`src/rtl/riscv32ima_prefetch.sv`:
```
// Instruction prefetch unit: fetches memory lines, splits them into 32-bit
// words and queues {address, word} pairs for decode. A writeback redirect
// flushes the queue and any in-flight line and restarts at the new PC.
module riscv32ima_prefetch #(
  parameter int unsigned           ADDR_WIDTH = 32,
  parameter int unsigned           DATA_WIDTH = 64,
  parameter int unsigned           FIFO_DEPTH = 4,
  parameter logic [ADDR_WIDTH-1:0] RESET_PC   = 32'h1000_0000
) (
  input  logic                  clk,
  input  logic                  nrst,
  output logic                  fetch_valid,
  input  logic                  fetch_ready,
  output logic [ADDR_WIDTH-1:0] fetch_address,
  output logic [31:0]           fetch_data,
  input  logic                  wback_pc_wen,
  input  logic [ADDR_WIDTH-1:0] wback_pc,
  output logic                  i_ncs,
  output logic                  i_nwe,
  output logic [ADDR_WIDTH-1:0] i_addr,
  output logic [DATA_WIDTH-1:0] i_wdata,
  output logic [DATA_WIDTH-1:0] i_wmask,
  input  logic [DATA_WIDTH-1:0] i_rdata,
  input  logic                  i_stall
);

  localparam int unsigned W          = DATA_WIDTH / 32;
  localparam int unsigned LINE_BYTES = DATA_WIDTH / 8;
  localparam int unsigned WB         = (W > 1) ? $clog2(W) : 1;
  localparam int unsigned PW         = (FIFO_DEPTH > 1) ? $clog2(FIFO_DEPTH) : 1;
  localparam int unsigned CW         = $clog2(FIFO_DEPTH + 1);
  // count + two reserved lines never exceeds 3*FIFO_DEPTH, so two extra bits suffice
  localparam int unsigned SW         = CW + 2;

  localparam logic [ADDR_WIDTH-1:0] LINE_MASK = ADDR_WIDTH'(LINE_BYTES - 1);
  localparam logic [SW-1:0]         W_EXT     = SW'(W);
  localparam logic [SW-1:0]         D_EXT     = SW'(FIFO_DEPTH);

  logic [ADDR_WIDTH-1:0] fetch_pc_q, fetch_pc_d;
  logic                  inflight_q, inflight_d;
  logic                  drop_q, drop_d;
  logic [WB-1:0]         off_q, off_d;
  logic [ADDR_WIDTH-1:0] line_q, line_d;
  logic [PW-1:0]         head_q, head_d;
  logic [CW-1:0]         count_q, count_d;

  logic [ADDR_WIDTH-1:0] addr_q [FIFO_DEPTH];
  logic [31:0]           data_q [FIFO_DEPTH];

  logic                  issue, accept, ret, push, pop;
  logic [SW-1:0]         need, npush;
  logic [WB-1:0]         off_new;
  logic [W-1:0]          wr_en;
  logic [PW-1:0]         wr_idx [W];
  logic                  unused_pc_bits;

  // The low two redirect bits are defined as don't-care.
  assign unused_pc_bits = ^wback_pc[1:0];

  // Reserve a full line for an outstanding request so its data always fits.
  assign need    = SW'(count_q) + (inflight_q ? W_EXT : '0) + W_EXT;
  assign issue   = nrst & ~wback_pc_wen & (need <= D_EXT);
  assign i_ncs   = ~issue;
  assign i_nwe   = 1'b1;
  assign i_wdata = '0;
  assign i_wmask = '0;
  assign i_addr  = fetch_pc_q & ~LINE_MASK;

  assign accept  = issue & ~i_stall;
  assign ret     = inflight_q & ~i_stall;
  assign push    = ret & ~drop_q & ~wback_pc_wen;
  assign pop     = fetch_valid & fetch_ready;
  assign off_new = WB'((fetch_pc_q & LINE_MASK) >> 2);
  assign npush   = push ? (W_EXT - SW'(off_q)) : '0;

  assign fetch_valid   = (count_q != '0);
  assign fetch_address = addr_q[head_q];
  assign fetch_data    = data_q[head_q];

  // Next-state for PC, in-flight tracking and queue occupancy.
  always_comb begin
    fetch_pc_d = fetch_pc_q;
    off_d      = off_q;
    line_d     = line_q;
    inflight_d = accept | (inflight_q & i_stall);
    head_d     = head_q + PW'(pop);
    count_d    = CW'(SW'(count_q) + npush - SW'(pop));
    drop_d     = ret ? 1'b0 : drop_q;
    if (accept) begin
      off_d      = off_new;
      line_d     = i_addr;
      fetch_pc_d = i_addr + ADDR_WIDTH'(LINE_BYTES);
    end
    if (wback_pc_wen) begin
      fetch_pc_d = {wback_pc[ADDR_WIDTH-1:2], 2'b00};
      count_d    = '0;
      // a line still stalled in flight belongs to the old stream
      drop_d     = inflight_q & i_stall;
    end
  end

  // Per-word write enables and queue slots for the returning line.
  always_comb begin
    for (int k = 0; k < W; k++) begin
      wr_en[k]  = push && (k >= int'(off_q));
      wr_idx[k] = head_q + count_q[PW-1:0] + PW'(k) - PW'(off_q);
    end
  end

  // Control state registers.
  always_ff @(posedge clk or negedge nrst) begin
    if (!nrst) begin
      fetch_pc_q <= RESET_PC;
      inflight_q <= 1'b0;
      drop_q     <= 1'b0;
      off_q      <= '0;
      line_q     <= '0;
      head_q     <= '0;
      count_q    <= '0;
    end else begin
      fetch_pc_q <= fetch_pc_d;
      inflight_q <= inflight_d;
      drop_q     <= drop_d;
      off_q      <= off_d;
      line_q     <= line_d;
      head_q     <= head_d;
      count_q    <= count_d;
    end
  end

  // Queue storage; cleared on reset so the head outputs start at zero.
  always_ff @(posedge clk or negedge nrst) begin
    if (!nrst) begin
      for (int i = 0; i < FIFO_DEPTH; i++) begin
        addr_q[i] <= '0;
        data_q[i] <= '0;
      end
    end else begin
      for (int k = 0; k < W; k++) begin
        if (wr_en[k]) begin
          addr_q[wr_idx[k]] <= line_q + ADDR_WIDTH'(4 * k);
          data_q[wr_idx[k]] <= i_rdata[32*k +: 32];
        end
      end
    end
  end

endmodule
```
`config.mk`:
```
export PLATFORM = sky130hd
export DESIGN_NAME = riscv32ima_prefetch
export DESIGN_NICKNAME = d
export VERILOG_FILES = /design/src/rtl/riscv32ima_prefetch.sv
export SDC_FILE = /design/constraint.sdc
export NUM_CORES = 1
export LEC_CHECK = 0
export BUFFER_PORTS_ARGS = -buffer_cell sky130_fd_sc_hd__buf_2
export CAP_MARGIN = 20
export CORE_ASPECT_RATIO = 1.2
export CORE_MARGIN = 1
export CORE_UTILIZATION = 52
export CTS_CLUSTER_SIZE = 25
export DETAILED_ROUTE_END_ITERATION = 6
export PLACE_DENSITY_LB_ADDON = 0.15
export SLEW_MARGIN = 20
export SYNTH_ARGS = -nofsm -noshare
export SYNTH_HDL_FRONTEND = slang
export SYNTH_SLANG_ARGS = --single-unit
```
`constraint.sdc`:
```
create_clock -name clk -period 3.2 [get_ports clk]
set_clock_uncertainty 0.2 [all_clocks]
set_input_delay 0.16 -clock clk [delete_from_list [all_inputs] [get_ports clk]]
set_output_delay 0.16 -clock clk [all_outputs]
set_load 0.02 [all_outputs]
```
==> impl_results.md <==
* CTS tree: built
* Via count at 11,310
* Drt wl/cell at 18.48 um
* Hold Crit Start: wback_pc[8]
* Total gr overflow at 0
* Cells along the critical path: buf_4 > mux4_2 > buf_2
* First-pass GRT wire length at around 63 mm
* Fraction of the mapped netlist area in simple logic gates at about 8.6%
* Fin crit period at 2.972 ns
* Ys flop type: dfrtp_1
* Slowest stage delay, CP at 0.86 ns
* Initial antenna violation count at 0
* Clk buf depth at 3
* FILL cells at approximately 2,500
* Slew Viols, Final at 0
* Arrival @ worst endpoint at between 2 and 3 ns
* Post-Synth XOR/XNOR Area at between 1.5 and 2%
* Hold Path Depth at 4
* Drt pass-1 iters at 7
* Clock-pin slew on the worst setup and hold paths at roughly 0.060 ns
* Post-CTS Setup Bufs at 0
* Cts bufs inserted at 36
* Synth Area in Adders at less than 1%
* Rel. slew slack at between 20% and 30%
* Run status: finished, violations left
* #FFs+latches synth at 323
* Final WL at 38.97 mm
* Gate count of the mapped netlist at roughly 1,400
* Setup TNS at 0 ns
* Initial Utilization at 53.11%
* Crit-path slowest cell: buf_4
* Synth cell count leaders: dfrtp_1 (322), nand2_1 (180), buf_4 (169)
* Fraction of layout cells with a size suffix above 1 at between 20% and 30%
* Post-detail-place hpwl at approximately 23 mm
* Max-Cap Viols at 0
* Hold_buf cts at 105
* FF-to-FF path depth at 10
* Design area at approximately 20,000 um^2
* Main combinational cell family by area after synthesis: multiplexers
* # DRC at 17
* Req. time, crit path at roughly 2.8 ns
* Ys async rst share at 100.0%
* Antenna Cells at 0
* Hold Path Class: in -> reg
* Synth Area per Inst at around 12 um^2
* Worst Hold Path EP: fetch_pc_q[8]$_DFFE_PN0P_
* Dominant cell type by area after synthesis: dfrtp_1
* Clk root buf: clkbuf_16
* Pwr Density at approximately 840 nW/um^2
* Die Ht at between 150 and 200 um
* Via density at between 5 and 6
* Largest net degree at the start of global routing at 167
* RSZ-0062 raised after global routing: no
* Area delta synth->final at 17.30%
* Clk sink count at about 320
* Mux cell area share after synthesis at approximately 25%
* Synth Area in Compound Gates at between 5 and 6%
* Area after DPL at ~17,000 um^2
* DR iter-0 viols at roughly 790
* Detail Route Antenna Nets at 0
* Max VDD drop at a little under 0.6 mV
* Die area at 32,930 um^2
* Synthesis Warnings at 0
* H-tree Lvls at 2
* Netlist cell types at between 50 and 60
* Max Fanout on Critical Path at 65
* Tcrit/Tclk final at between 90% and 100%
* Crit Path Class: reg -> out
* # setup viols final at 0
* Placed instance count at roughly 1,900
* CORE AREA at roughly 32,000 um^2
* Startpoint Class: flip-flop
* Final nets at around 1,800
* Vias in the first global route at 11,490
* R2R Path Start: count_q[1]$_DFF_PN0_
* Fmax at between 300 and 400 MHz
* Hold Slack at 0.1817 ns
* Post-synth EDFFs at 0
* Count leader, synth: dfrtp_1
* GRT Util Overall at approximately a quarter
* Final Util at between 60% and 70%
* Post-CTS sizing at 0
* Area fraction of the dominant cell type after synthesis at around half
* Reg2Reg Setup Slack at roughly 0.26 ns
* Failing checks: design-rule violations
* Lkg Pwr at 0.009597 uW
* Register area share after synthesis at 48.27%
* Final hold viol count at 0
* Routability cong. at ~0.8
* Worst R2R End: fetch_pc_q[23]$_DFFE_PN0P_
* Die width at 165.8 um
* Cell row count at a little over 70
* Clock latency reported for the late side of the worst-skew pair at approximately 0.52 ns
* Top-level port count at between 300 and 400
* Layout Cells excl Fill at about 2,100
* Synth top area cells: dfrtp_1 (48%), mux4_2 (8.6%), mux2_2 (8.3%)
* Mapped Area at 16,750 um^2
* CP endpoint kind: output pin
* I/O Buffers at 193
* Worst slew pin tran at 1.124 ns
-- metal layers --
layer  vias up  share of wire, %  track usage (%)
li1       5250                 -                -
met1      5673                41            31.31
met2       332                51            41.90
met3        58               5.6            4.198
met4         0               2.0            7.373
met5         -                 0                0
-- registers in the layout, indices dropped and copies added (netlist names) --
name and flops:
line_q 29, inflight_q 1, addr_q 128, count_q 3
off_q 1, head_q 2, drop_q 1, data_q 128
fetch_pc_q 30
-- worst max-delay path: cells and delay by family (launching register included) --
family	cells	cell delay (ns)
buf+inv	2	1.04
flops	1	0.42
mux	1	0.60
-- power breakdown --
part / leakage, uW / internal (uW) / total, uW / switching, uW
Clock: 0.000585 / 2510 / 4140 / 1630
Sequential: 0.00421 / 5510 / 6410 / 896
Combinational: 0.00480 / 2820 / 5970 / 3150
Total: 0.00960 / 10800 / 16500 / 5680
-- worst max path at each step --
stage	cells after the start	slack, ns	start	to
after floorplan	11	0.28	count_q[1]$_DFF_PN0_	fetch_pc_q[29]$_DFFE_PN0P_
after global placement	7	0.36	head_q[0]$_DFF_PN0_	data_q[62]$_DFF_PN0_
after detailed placement	7	0.32	head_q[0]$_DFF_PN0_	data_q[52]$_DFF_PN0_
after CTS	3	0.17	head_q[1]$_DFF_PN0_	fetch_address[31]
after global routing	10	0.05	count_q[1]$_DFF_PN0_	fetch_pc_q[23]$_DFFE_PN0P_
final	3	0.23	head_q[1]$_DFF_PN0_	fetch_data[31]
-- per-stage QoR --
step | setup slack (ns) | power, uW
global placement | 0.3622 | 12210
global route | 0.05132 | 17490
floorplan | 0.2830 | 10800
detailed placement | 0.3244 | 12400
CTS | 0.1716 | 16700
finish | 0.2278 | 16520
-- cell type report --
class	instances	area (um^2)	area share [%]
clock buffer	57	1091	5.553
clock inverter	7	98.84	0.5031
inverter	11	41.29	0.2102
multi-input combinational	985	7480	38.07
sequential	323	8092	41.19
tap	401	501.7	2.554
timing repair buffer	325	2342	11.92
-- kinds of logic (layout without fill, tap and decap cells) --
logic type / after synthesis / in the layout
adder cells (fa/ha/maj): 9 / 9
multiplexers: 308 / 308
XOR/XNOR: 32 / 32
buffers and inverters: 261 / 400
flip-flops: 323 / 323
other: 2 / 132
AND/OR/NAND/NOR: 331 / 331
AO/OA/AOI/OAI: 173 / 173
-- placed cells by master, fill, tap and decap left out, types with 3 or more instances in the layout --
master,instances
nand3_1,15
clkbuf_1,11
mux2_2,123
dlygate4sd3_1,105
ha_1,8
mux4_2,64
or3_1,4
nor3_1,3
a21oi_1,34
dfrtp_1,320
and2_1,4
nor4_1,8
buf_12,9
conb_1,132
mux2i_1,98
o21ai_1,6
xnor2_1,17
nor2_1,74
a31oi_1,32
xor2_1,13
inv_1,11
o211ai_1,3
clkbuf_16,37
buf_2,192
o21ai_0,82
buf_4,18
nand4_1,12
clkbuf_8,9
nand2_1,180
nand2b_1,3
mux2_1,13
and3_1,8
mux2_4,10
Power figures use the tool's default switching activity.
